[src/rtl/zx_mem_pager.sv]
// zx_mem_pager: 128K Spectrum memory mapper and external SRAM cycle sequencer.
// Build option: define ZX_PAGE_READBACK_EN to return the page register on IN from the 0x7FFD decode.
module zx_mem_pager #(
  parameter int unsigned NUM_RAM_PAGES = 8,
  parameter int unsigned ROM_PAGES     = 2,
  parameter int unsigned SRAM_AW       = 18,
  parameter int unsigned WAIT_STATES   = 1
) (
  input  logic               clk_mem,
  input  logic               reset,
  input  logic [15:0]        A,
  input  logic [7:0]         D_in,
  input  logic               nMREQ,
  input  logic               nIORQ,
  input  logic               nRD,
  input  logic               nWR,
  output logic [7:0]         D_out,
  output logic               d_oe,
  output logic               nWAIT,
  output logic [21:0]        FL_ADDR,
  input  logic [7:0]         FL_DQ,
  output logic [SRAM_AW-1:0] SRAM_ADDR,
  output logic [15:0]        SRAM_DQ_O,
  input  logic [15:0]        SRAM_DQ_I,
  output logic               SRAM_DQ_OE,
  output logic               SRAM_WE_N,
  output logic               SRAM_OE_N,
  output logic               screen_sel,
  output logic               page_lock
);
  localparam int unsigned PAGE_BITS = $clog2(NUM_RAM_PAGES);
  localparam int unsigned CNT_W     = 3;
  localparam logic [CNT_W-1:0] WS   = CNT_W'(WAIT_STATES);

  typedef enum logic [1:0] {S_IDLE = 2'd0, S_ACC = 2'd1, S_HOLD = 2'd2} state_t;

  state_t             state_q, state_d;
  logic [CNT_W-1:0]   cnt_q, cnt_d;
  logic [5:0]         page_q, page_d;
  logic               io_done_q, io_done_d;
  logic [SRAM_AW-1:0] addr_q, addr_d;
  logic [15:0]        dq_o_q, dq_o_d;
  logic               dq_oe_q, dq_oe_d;
  logic               we_n_q, we_n_d;
  logic               oe_n_q, oe_n_d;
  logic               nwait_q, nwait_d;
  logic               d_oe_q, d_oe_d;
  logic [7:0]         dout_q, dout_d;
  logic               flash_q, flash_d;

  logic               mem_rd_c, mem_wr_c, flash_c, io_sel_c, io_wr_c, rb_c, rom_bit_c;
  logic [4:0]         bank_c;
  logic [SRAM_AW-1:0] sram_addr_c;
  logic               unused_dq_hi;

  assign mem_rd_c  = !nMREQ && !nRD;
  assign mem_wr_c  = !nMREQ && !nWR;
  assign flash_c   = (A[15:14] == 2'b00);
  assign io_sel_c  = !nIORQ && !A[15] && !A[1];
  assign io_wr_c   = io_sel_c && !nWR;
  assign rom_bit_c = (ROM_PAGES > 1) ? page_q[4] : 1'b0;
  assign unused_dq_hi = ^SRAM_DQ_I[15:8];

`ifdef ZX_PAGE_READBACK_EN
  assign rb_c = io_sel_c && !nRD;
`else
  assign rb_c = 1'b0;
`endif

  // Select the 16K RAM bank for the current CPU address
  always_comb begin
    bank_c = 5'd0;
    case (A[15:14])
      2'b01:   bank_c = 5'd5;
      2'b10:   bank_c = 5'd2;
      2'b11:   bank_c = {2'b00, page_q[2:0]};
      default: bank_c = 5'd0;
    endcase
  end

  assign sram_addr_c = SRAM_AW'({bank_c[PAGE_BITS-1:0], A[13:0]});

  // Next-state logic: page register capture and SRAM access sequencing
  always_comb begin
    state_d   = state_q;
    cnt_d     = cnt_q;
    page_d    = page_q;
    io_done_d = io_done_q;
    addr_d    = addr_q;
    dq_o_d    = dq_o_q;
    dq_oe_d   = dq_oe_q;
    we_n_d    = we_n_q;
    oe_n_d    = oe_n_q;
    nwait_d   = nwait_q;
    d_oe_d    = d_oe_q;
    dout_d    = dout_q;
    flash_d   = flash_q;

    // One capture per IO strobe; a locked register ignores writes until reset
    if (nIORQ) begin
      io_done_d = 1'b0;
    end else if (io_wr_c && !io_done_q) begin
      io_done_d = 1'b1;
      if (!page_q[5]) page_d = D_in[5:0];
    end

    case (state_q)
      S_IDLE: begin
        if (mem_rd_c || mem_wr_c) begin
          if (flash_c) begin
            state_d = S_HOLD;
            flash_d = mem_rd_c;
            d_oe_d  = mem_rd_c;
          end else begin
            state_d = S_ACC;
            addr_d  = sram_addr_c;
            cnt_d   = WS;
            nwait_d = (WS == '0);
            if (mem_wr_c) begin
              dq_o_d  = {8'h00, D_in};
              dq_oe_d = 1'b1;
              we_n_d  = 1'b0;
              oe_n_d  = 1'b1;
            end
          end
        end
      end
      S_ACC: begin
        if (nMREQ) begin
          // CPU abandoned the access: release the bus immediately
          state_d = S_IDLE;
          we_n_d  = 1'b1;
          oe_n_d  = 1'b0;
          nwait_d = 1'b1;
          d_oe_d  = 1'b0;
          dq_oe_d = 1'b0;
        end else if (cnt_q == '0) begin
          if (!dq_oe_q) begin
            dout_d = SRAM_DQ_I[7:0];
            d_oe_d = 1'b1;
          end
          we_n_d  = 1'b1;
          oe_n_d  = 1'b0;
          nwait_d = 1'b1;
          state_d = S_HOLD;
        end else begin
          cnt_d   = cnt_q - CNT_W'(1);
          nwait_d = (cnt_q == CNT_W'(1));
        end
      end
      S_HOLD: begin
        if (nMREQ) begin
          state_d = S_IDLE;
          dq_oe_d = 1'b0;
          d_oe_d  = 1'b0;
          flash_d = 1'b0;
        end
      end
      default: state_d = S_IDLE;
    endcase
  end

  // State and output registers
  always_ff @(posedge clk_mem) begin
    if (reset) begin
      state_q   <= S_IDLE;
      cnt_q     <= '0;
      page_q    <= '0;
      io_done_q <= 1'b0;
      addr_q    <= '0;
      dq_o_q    <= '0;
      dq_oe_q   <= 1'b0;
      we_n_q    <= 1'b1;
      oe_n_q    <= 1'b0;
      nwait_q   <= 1'b1;
      d_oe_q    <= 1'b0;
      dout_q    <= '0;
      flash_q   <= 1'b0;
    end else begin
      state_q   <= state_d;
      cnt_q     <= cnt_d;
      page_q    <= page_d;
      io_done_q <= io_done_d;
      addr_q    <= addr_d;
      dq_o_q    <= dq_o_d;
      dq_oe_q   <= dq_oe_d;
      we_n_q    <= we_n_d;
      oe_n_q    <= oe_n_d;
      nwait_q   <= nwait_d;
      d_oe_q    <= d_oe_d;
      dout_q    <= dout_d;
      flash_q   <= flash_d;
    end
  end

  assign FL_ADDR    = 22'({rom_bit_c, A[13:0]});
  assign D_out      = flash_q ? FL_DQ : (rb_c ? {2'b00, page_q} : dout_q);
  assign d_oe       = d_oe_q || rb_c;
  assign nWAIT      = nwait_q;
  assign SRAM_ADDR  = addr_q;
  assign SRAM_DQ_O  = dq_o_q;
  assign SRAM_DQ_OE = dq_oe_q;
  assign SRAM_WE_N  = we_n_q;
  assign SRAM_OE_N  = oe_n_q;
  assign screen_sel = page_q[3];
  assign page_lock  = page_q[5];

endmodule

[config.mk]
export PLATFORM = sky130hd
export DESIGN_NAME = zx_mem_pager
export DESIGN_NICKNAME = d
export VERILOG_FILES = /design/src/rtl/zx_mem_pager.sv
export SDC_FILE = /design/constraint.sdc
export NUM_CORES = 1
export LEC_CHECK = 0
export CORE_ASPECT_RATIO = 2
export CORE_MARGIN = 1.5
export CORE_UTILIZATION = 45
export CTS_BUF_LIST = sky130_fd_sc_hd__clkbuf_8
export CTS_CLUSTER_SIZE = 8
export DETAILED_ROUTE_END_ITERATION = 7
export PLACE_DENSITY = 0.88
export SYNTH_ARGS = -nofsm -noshare
export SYNTH_HDL_FRONTEND = slang
export SYNTH_SLANG_ARGS = --single-unit
[constraint.sdc]
create_clock -name clk_mem -period 3.12 [get_ports clk_mem]
set_input_delay 0.624 -clock clk_mem [delete_from_list [all_inputs] [get_ports clk_mem]]
set_output_delay 0.624 -clock clk_mem [all_outputs]
set_load 0.03 [all_outputs]
==> results of run 1 <==
through the flow:
stage	instances	hold slack, ns
finish	429	0.459
detailed placement	422	0.448
CTS	429	0.462
global placement	422	0.441
floorplan	304	0.451
global route	429	0.466
cell type report:
type                    count  area (sq um)
flip-flops and latches     51          1020
multi-input cells         204          1280
inverters                   6          22.5
repair buffers            101          1000
clock buffers               6          82.6
clock inverters             1          8.76
well taps                  60          75.1
fillers                   472          1970
worst max-delay path, cell delays in order:
cell and delay, ns:
clkdlybuf4s50_1 0.47, mux2_2 0.15, clkdlybuf4s50_1 0.67
flip-flops by register name, indices dropped and copies added (netlist names):
signal / cells
nWAIT: 1
flash_q: 1
state_q: 2
SRAM_WE_N: 1
page_q: 6
SRAM_OE_N: 1
SRAM_DQ_O: 8
SRAM_DQ_OE: 1
SRAM_ADDR: 17
cnt_q: 3
d_oe: 1
dout_q: 8
io_done_q: 1
cells by family (layout without fill, tap and decap cells):
kind of cell,Yosys count,in the layout,share of synthesized area
DFF,51,51,0.399
buffers and inverters,49,114,0.122
other,1,16,0.00146
muxes,33,33,0.134
and+or+nand+nor,102,102,0.186
adders and majority gates,9,9,0.0440
AOI/OAI and AO/OA,44,44,0.114
how the worst max path moves through the flow:
| stage | from | endpoint | slack (ns) |
|---|---|---|---|
| floorplan | A[1] | page_q[3] | 1.33 |
| global placement | nMREQ | SRAM_OE_N | 0.54 |
| detailed placement | nMREQ | d_oe | 0.49 |
| CTS | FL_DQ[1] | D_out[1] | 0.59 |
| global route | flash_q | D_out[7] | 0.56 |
| finish | FL_DQ[1] | D_out[1] | 0.58 |
cell usage after synthesis:
cell type  instances
dfxtp_1           51
nor2_1            39
nand2_1           34
buf_4             31
a21oi_1           24
mux2i_1           23
mux2_2            10
ha_1               9
buf_2              7
inv_1              6
nand3_1            5
nor2b_1            5
nor3_1             5
clkbuf_1           4
nand2b_1           4
o21ai_0            4
a21boi_0           2
nor3_4             2
nor3b_1            2
nor4_1             2
o21a_1             2
a2111oi_4          1
a211o_1            1
a211oi_1           1
a21o_1             1
a221o_1            1
a221oi_1           1
a32o_1             1
and3_1             1
clkbuf_4           1
conb_1             1
o21bai_1           1
o2bb2ai_1          1
o311ai_0           1
o31a_1             1
o41ai_1            1
or4_1              1
or4_4              1
or4b_1             1
power by group through the flow:
| stage | clock network [uW] | registers (uW) | logic [uW] |
|---|---|---|---|
| global route | 433 | 814 | 1020 |
| CTS | 408 | 801 | 948 |
| global placement | 0 | 810 | 924 |
| finish | 401 | 799 | 942 |
| floorplan | 0 | 909 | 557 |
| detailed placement | 0 | 815 | 944 |
per-layer routing:
layer,vias to the layer above,wire length (um),global-route usage
li1,1091,-,-
met1,992,2040,0.192
met2,106,3300,0.359
met3,17,356,0.0306
met4,0,195,0.105
met5,-,0,0
==> flow_summary_export.csv, run 1 <==
group,metric,value,unit
cts,cts-resized-gates,0,
setup_path,critical_path_class,"in -> out",
floorplanning,die_width,56.3,um
sta,fmax,394,MHz
power,comb_power_share,0.440,
cts,clk_transition_reported_paths,0.09,ns
grt,grt_antenna_before_repair,0,
setup_path,critPathLaunchType,"primary input",
power,switching_component_of_the_power,823,uW
synthesis,synthesis.yosys.warnings,0,
setup_path,critical_path.endpoint_type,"output port",
worst_hold_path,min_path_type,"reg -> reg",
power,power_report.internal_total,1320,uW
sta,layout_min_cycle_time,2.54,ns
place,placed_area,3410,sq um
power,totalPowerFinal,2140,uW
cells_and_area,final_util,0.640,
synthesis,ys_types,39,
cts,number_of_clock_buffers_inserted_by_tritoncts,5,
synthesis,netlist_top_cells_area,"dfxtp_1 (40%), buf_4 (9.1%), mux2i_1 (9.0%)",
route,route.detailed.vias_per_inst,5.14,
route,routed_antenna_nets,0,
grt,grt_first_pass_wirelength,9380,um
cells_and_area,most-common-layout-cells,"clkdlybuf4s50_1 (99), dfxtp_1 (51), nor2_1 (39)",
flow_run,maxCapViolCount,0,
run_status,run_status,"finished clean",
cells_and_area,final_area,3500,sq um
place,port_buffers,100,
grt,grt_pass1_vias,2123,
power,switching_share,0.384,
worst_hold_path,min_to,"SRAM_ADDR[1]",
sta,rsz_0062_raised_after_global_routing,"false",
sta,final-max-slew-violation-count,0,
place,place.detailed.hpwl,4540,um
cells_and_area,final_net_count,432,
cells_and_area,final_layout_size_suffix_gt1_frac,0.0623,
route,detail_route.first_pass.iterations,5,
setup_path,crit-reg2reg-capture,"cnt_q[0]",
sta,timing_hold_violations_final,0,
synthesis,synth_sequential_area_ratio,0.399,
cells_and_area,antennaDiodeCount,0,
worst_hold_path,worst_hold_startpoint,"SRAM_ADDR[1]",
cts,clock_insertion_delay_worst_skew,0.30,ns
route,remaining_drc_errors,0,
sta,final.setup.tns,0,ns
floorplanning,rows,38,
synthesis,netlist.area_leader.share,0.399,
synthesis,netlist_area,2560,sq um
synthesis,synth_seq_cells,51,
cts,ctsLongestPathBuffers,2,
sta,layout_setup_ws,0.581,ns
cells_and_area,area_overhead_vs_synth,36.5,%
place,routabilityCongestion,0.859,
grt,grt_usage,0.189,
setup_path,reg2reg_from,"state_q[1]",
floorplanning,design.core.area,5470,sq um
sta,timing.clock.skew,0.00832,ns
synthesis,post_synth.cell_area_avg,8.86,sq um
cts,cts.sink_count,51,
power,worst_ir_drop_vdd,0.507,mV
sta,final-setup-viol-count,0,
sta,max_slew.worst_pin.slew,0.950,ns
cts,root_buf_cell,"clkbuf_8",
setup_path,r2r.worst_path.cells,6,
power,power_frac_seq,0.373,
cts,cts-htree-levels,2,
route,via_count,2206,
power,power_per_cell_area,613,nW/um^2
setup_path,setup.reg_to_reg.worst_slack,1.13,ns
floorplanning,dieArea,6180,sq um
sta,min_period_over_period,0.814,
floorplanning,initial_cell_density_of_the_core,0.468,
grt,pin_count_of_the_biggest_net_entering_global_routing,55,
setup_path,path_max_fanout,1,
synthesis,synth_area_leader_cell,"dfxtp_1",
power,leakage,0.00138,uW
route,route.detailed.wl_per_inst,13.7,um
cts,clock_tree_from_tritoncts,"built",
floorplanning,die_height,110,um
route,routed_wl,5890,um
worst_hold_path,worst_hold_path.num_cells,2,
setup_path,arrival_time_at_the_worst_endpoint,1.91,ns
synthesis,postSynthCellCount,289,
place,post-place-ws,0.489,ns
grt,grt_overflow_total,0,
setup_path,required_time_of_the_worst_setup_path,2.50,ns
cts,postCtsSetupRepairBufs,0,
power,share_clk_of_total_power,0.187,
sta,slew_headroom,0.367,
cells_and_area,layout.cells.most_common,"clkdlybuf4s50_1",
route,detailedRoute.firstIterationViolations,92,
cts,post_cts_hold_buffer_count,0,
floorplanning,boundaryPins,125,
No activity file was read; power rests on OpenSTA's default activity.
==> inputs of run 2 (changes only) <==
--- a/config.mk
+++ b/config.mk
@@ -7,11 +7,11 @@
 export LEC_CHECK = 0
 export CORE_ASPECT_RATIO = 2
 export CORE_MARGIN = 1.5
-export CORE_UTILIZATION = 45
+export CORE_UTILIZATION = 38
 export CTS_BUF_LIST = sky130_fd_sc_hd__clkbuf_8
 export CTS_CLUSTER_SIZE = 8
 export DETAILED_ROUTE_END_ITERATION = 7
-export PLACE_DENSITY = 0.88
+export PLACE_DENSITY = 0.79
 export SYNTH_ARGS = -nofsm -noshare
 export SYNTH_HDL_FRONTEND = slang
 export SYNTH_SLANG_ARGS = --single-unit
==> constraint.sdc (replaced) <==
create_clock -name clk_mem -period 2.18 [get_ports clk_mem]
set_input_delay 0.436 -clock clk_mem [delete_from_list [all_inputs] [get_ports clk_mem]]
set_output_delay 0.436 -clock clk_mem [all_outputs]
set_load 0.03 [all_outputs]
==> flow_summary_export.csv, run 2 (same netlist as run 1, synthesis figures left out) <==
group,metric,value,unit
cts,post_cts_hold_buffer_count,0,
setup_path,cp_cell_sequence,"clkdlybuf4s50_1 > clkdlybuf4s50_1",
route,via_count,2271,
setup_path,crit_path_max_incr_delay,0.68,ns
sta,timing.clock.skew,0.00761,ns
run_status,run_status,"finished clean",
worst_hold_path,min_to,"SRAM_ADDR[10]",
floorplanning,initial_cell_density_of_the_core,0.390,
cells_and_area,area_overhead_vs_synth,45.0,%
setup_path,crit-reg2reg-capture,"cnt_q[2]",
cts,clock_tree_from_tritoncts,"built",
floorplanning,dieArea,7270,sq um
floorplanning,die_width,61.1,um
setup_path,path_max_fanout,2,
route,detailedRoute.firstIterationViolations,102,
route,route.detailed.wl_per_inst,13.1,um
setup_path,r2r.worst_path.cells,6,
grt,grt_pass1_vias,2136,
grt,grt_antenna_before_repair,0,
route,routed_wl,6240,um
cells_and_area,most-common-layout-cells,"clkdlybuf4s50_1 (90), dfxtp_1 (50), nor2_1 (39)",
sta,final-setup-viol-count,0,
worst_hold_path,worst_hold_startpoint,"SRAM_ADDR[10]",
grt,pin_count_of_the_biggest_net_entering_global_routing,30,
place,routabilityCongestion,0.909,
place,port_buffers,100,
cells_and_area,final.fill_count,572,
setup_path,critical_path.endpoint_type,"output port",
cts,ctsLongestPathBuffers,2,
setup_path,setup.reg_to_reg.worst_slack,0.28,ns
cts,cts-htree-levels,2,
setup_path,path_buf_inv,2,
sta,fmax,490,MHz
worst_hold_path,worst_hold_path.num_cells,2,
floorplanning,boundaryPins,125,
place,place.detailed.hpwl,4850,um
worst_hold_path,min_path_type,"reg -> reg",
cts,clk_transition_reported_paths,0.09,ns
cts,cts.sink_count,51,
setup_path,most_prevalent_standard_cell_on_the_critical_path,"clkdlybuf4s50_1",
setup_path,reg2reg_from,"state_q[1]",
floorplanning,rows,42,
cells_and_area,final_net_count,450,
grt,grt_overflow_total,0,
sta,layout_setup_ws,0.137,ns
setup_path,slowest_stage,"clkdlybuf4s50_1",
place,post-place-ws,-0.0360,ns
route,detail_route.first_pass.iterations,5,
setup_path,critPathLaunchType,"primary input",
floorplanning,die_height,119,um
setup_path,cp_top_family,"buffers and inverters",
grt,grt_first_pass_wirelength,9870,um
cells_and_area,final_layout_size_suffix_gt1_frac,0.111,
setup_path,critical_path_class,"in -> out",
sta,layout_min_cycle_time,2.04,ns
sta,max_slew.worst_pin.slew,0.538,ns
power,power_per_cell_area,873,nW/um^2
setup_path,required_time_of_the_worst_setup_path,1.74,ns
power,leakage,0.00162,uW
route,routed_antenna_nets,0,
sta,hold-worst-slack,0.456,ns
place,placed_area,3590,sq um
sta,min_period_over_period,0.937,
sta,timing_hold_violations_final,0,
cts,number_of_clock_buffers_inserted_by_tritoncts,5,
cells_and_area,final_area,3710,sq um
floorplanning,design.core.area,6570,sq um
cts,clock_insertion_delay_worst_skew,0.31,ns
cells_and_area,layout.cells.most_common,"clkdlybuf4s50_1",
sta,rsz_0062_raised_after_global_routing,"false",
sta,slew_headroom,0.642,
route,remaining_drc_errors,0,
cells_and_area,antennaDiodeCount,0,
grt,grt_usage,0.179,
cts,root_buf_cell,"clkbuf_8",
setup_path,arrival_time_at_the_worst_endpoint,1.61,ns
cells_and_area,largest_register_ff_count,17,
flow_run,maxCapViolCount,0,
power,worst_ir_drop_vdd,0.674,mV
sta,final-max-slew-violation-count,0,
route,route.detailed.vias_per_inst,4.78,
run 2: stage by stage:
step                       util  setup TNS, ns  instances  total power, uW
after floorplan               -              0        304             2100
after global placement    0.546        -0.0114        468             2580
after detailed placement  0.546        -0.0360        468             2610
after CTS                 0.562              0        475             3280
after global routing      0.565              0        475             3430
final                     0.565              0        475             3240
run 2: how the worst max path moves through the flow:
stage | start | to | slack (ns) | cells after the start
after floorplan | state_q[1] | SRAM_OE_N | 0.46 | 6
after global placement | nMREQ | SRAM_OE_N | -0.01 | 5
after detailed placement | nMREQ | SRAM_OE_N | -0.04 | 5
after CTS | flash_q | D_out[6] | 0.002 | 2
after global routing | A[10] | FL_ADDR[10] | 0.11 | 2
final | A[10] | FL_ADDR[10] | 0.14 | 2
run 2: timing repair:
| item | 4_1_cts | 5_1_grt |
|---|---|---|
| hold endpoints to repair | 0 | 0 |
| endpoints found under the setup margin | 8 | 8 |
| buffers inserted | 0 | 0 |
| cloned | 0 | 0 |
| resized for setup | 1 | 8 |
run 2: report_power, final:
part           internal, uW  total, uW  switching (uW)  leakage, uW
clock                   336        653             318    0.0000502
sequential             1050       1150            91.0     0.000416
combinational           643       1440             799      0.00115
total                  2030       3240            1210      0.00162
run 2: layout make-up:
cell class | instances | area (sq um) | share of cell area
clock buffer | 5 | 68.8 | 0.0185
clock inverter | 2 | 37.5 | 0.0101
inverter | 6 | 22.5 | 0.00606
multi-input combinational | 204 | 1280 | 0.346
sequential | 51 | 1020 | 0.275
tap | 88 | 110 | 0.0296
timing repair buffer | 119 | 1170 | 0.315
run 2: metal layers:
layer | track usage | wire (um)
met3 | 0.0261 | 300
met1 | 0.184 | 2200
met5 | 0 | 0
met4 | 0.0856 | 164
met2 | 0.326 | 3570
==> inputs of run 3 (changes only) <==
--- a/config.mk
+++ b/config.mk
@@ -8,10 +8,11 @@
 export CORE_ASPECT_RATIO = 2
 export CORE_MARGIN = 1.5
 export CORE_UTILIZATION = 38
-export CTS_BUF_LIST = sky130_fd_sc_hd__clkbuf_8
+export CTS_BUF_LIST = sky130_fd_sc_hd__clkbuf_4
 export CTS_CLUSTER_SIZE = 8
 export DETAILED_ROUTE_END_ITERATION = 7
 export PLACE_DENSITY = 0.79
+export SLEW_MARGIN = 20
 export SYNTH_ARGS = -nofsm -noshare
 export SYNTH_HDL_FRONTEND = slang
 export SYNTH_SLANG_ARGS = --single-unit
==> flow_summary_export.csv, run 3 (same netlist as run 1, synthesis figures left out) <==
group,metric,value,unit
sta,max_slew.worst_pin.slew,0.533,ns
grt,grt_usage,0.176,
sta,timing.clock.skew,0.0141,ns
cells_and_area,final_net_count,450,
sta,rsz_0062_raised_after_global_routing,"false",
setup_path,path_buf_inv,1,
cells_and_area,largest_register_ff_count,17,
sta,layout_min_cycle_time,2.07,ns
setup_path,critical_path_class,"reg -> out",
floorplanning,boundaryPins,125,
setup_path,required_time_of_the_worst_setup_path,1.74,ns
worst_hold_path,worst_hold_path.num_cells,2,
place,port_buffers,100,
cts,clock_insertion_delay_worst_skew,0.38,ns
cells_and_area,final_area,3650,sq um
route,routed_antenna_nets,0,
route,routed_wl,6150,um
worst_hold_path,min_path_type,"reg -> reg",
cells_and_area,final.fill_count,589,
setup_path,cp_cell_sequence,"clkdlybuf4s50_1",
floorplanning,design.core.area,6570,sq um
cts,number_of_clock_buffers_inserted_by_tritoncts,5,
sta,timing_hold_violations_final,0,
sta,final-max-slew-violation-count,0,
setup_path,crit_path_max_incr_delay,0.73,ns
power,power_per_cell_area,852,nW/um^2
place,routabilityCongestion,0.909,
sta,min_period_over_period,0.948,
worst_hold_path,min_to,"SRAM_ADDR[10]",
place,place.detailed.hpwl,4850,um
cts,root_buf_cell,"clkbuf_4",
place,placed_area,3590,sq um
grt,pin_count_of_the_biggest_net_entering_global_routing,30,
power,worst_ir_drop_vdd,0.626,mV
setup_path,crit-reg2reg-capture,"cnt_q[2]",
cts,cts.sink_count,51,
route,detailedRoute.firstIterationViolations,135,
setup_path,reg2reg_from,"state_q[1]",
setup_path,cp_top_family,"buffers and inverters",
floorplanning,rows,42,
route,remaining_drc_errors,0,
cts,clock_tree_from_tritoncts,"built",
cts,post_cts_hold_buffer_count,0,
cts,clk_transition_reported_paths,0.15,ns
cells_and_area,final_layout_size_suffix_gt1_frac,0.111,
power,leakage,0.00150,uW
sta,final-setup-viol-count,0,
cells_and_area,ff_latch_area,1020,sq um
sta,hold-worst-slack,0.462,ns
setup_path,r2r.worst_path.cells,6,
setup_path,setup.reg_to_reg.worst_slack,0.27,ns
cells_and_area,most-common-layout-cells,"clkdlybuf4s50_1 (90), dfxtp_1 (50), nor2_1 (39)",
sta,fmax,484,MHz
floorplanning,dieArea,7270,sq um
cts,cts-htree-levels,2,
floorplanning,initial_cell_density_of_the_core,0.390,
floorplanning,die_height,119,um
setup_path,path_max_fanout,5,
flow_run,maxCapViolCount,0,
route,detail_route.first_pass.iterations,6,
floorplanning,die_width,61.1,um
cells_and_area,area_overhead_vs_synth,42.7,%
cells_and_area,footprint_of_the_multi_input_gates,1280,sq um
cells_and_area,layout.cells.most_common,"clkdlybuf4s50_1",
setup_path,critical_path.endpoint_type,"output port",
route,via_count,2280,
cts,ctsLongestPathBuffers,2,
cts,postCtsSetupRepairBufs,0,
setup_path,arrival_time_at_the_worst_endpoint,1.63,ns
grt,grt_pass1_vias,2123,
run_status,run_status,"finished clean",
grt,grt_first_pass_wirelength,9750,um
worst_hold_path,worst_hold_startpoint,"SRAM_ADDR[10]",
setup_path,slowest_stage,"clkdlybuf4s50_1",
route,route.detailed.wl_per_inst,12.9,um
grt,grt_overflow_total,0,
sta,slew_headroom,0.645,
setup_path,critPathLaunchType,"flip-flop",
grt,grt_antenna_before_repair,1,
route,route.detailed.vias_per_inst,4.79,
[run 3: cell types whose count changed in the layout (fill, tap and decap cells not counted), sizes merged]
cell,delta
dlygate4sd2,+8
dlymetal6s2s,-8
diode,+1
[run 3: metrics by stage]
step / worst slack, ns / TNS, ns / util / power (uW) / cells
global route: 0.0928 / 0 / 0.556 / 3300 / 476
CTS: 0.111 / 0 / 0.556 / 3150 / 475
floorplan: 0.460 / 0 / - / 2100 / 304
global placement: -0.0114 / -0.0114 / 0.546 / 2580 / 468
detailed placement: -0.0360 / -0.0360 / 0.546 / 2610 / 468
finish: 0.114 / 0 / 0.556 / 3110 / 476
[run 3: how the worst max path moves through the flow]
stage | from | end | depth (start not counted)
6_report | SRAM_DQ_OE | SRAM_DQ_OE | 1
2_1_floorplan | state_q[1] | SRAM_OE_N | 6
3_5_place_dp | nMREQ | SRAM_OE_N | 5
3_3_place_gp | nMREQ | SRAM_OE_N | 5
5_1_grt | SRAM_DQ_OE | SRAM_DQ_OE | 1
4_1_cts | SRAM_DQ_OE | SRAM_DQ_OE | 1
[run 3: layout make-up]
class,count,area share
tap,88,0.0301
inverter,6,0.00616
timing repair buffer,119,0.312
clock inverter,2,0.0103
sequential,51,0.280
multi-input combinational,204,0.351
clock buffer,5,0.0103
antenna,1,0.000685
[run 3: layer usage]
metal | part of all wire | vias to the layer above | global-route usage | wire length (um)
met4 | 0.034 | 0 | 0.0910 | 208
met5 | 0 | - | 0 | 0
met3 | 0.050 | 17 | 0.0261 | 310
li1 | - | 1126 | - | -
met2 | 0.56 | 101 | 0.318 | 3470
met1 | 0.35 | 1036 | 0.181 | 2170
[run 3: timing repair]
item	in CTS	in global routing
hold endpoints to repair	0	0
endpoints found under the setup margin	8	0
gates resized for setup	9	0
[run 3: report_power, final]
group          internal [uW]  switching (uW)
Clock                    235             305
Sequential              1050            91.5
Combinational            629             798
Total                   1920            1190
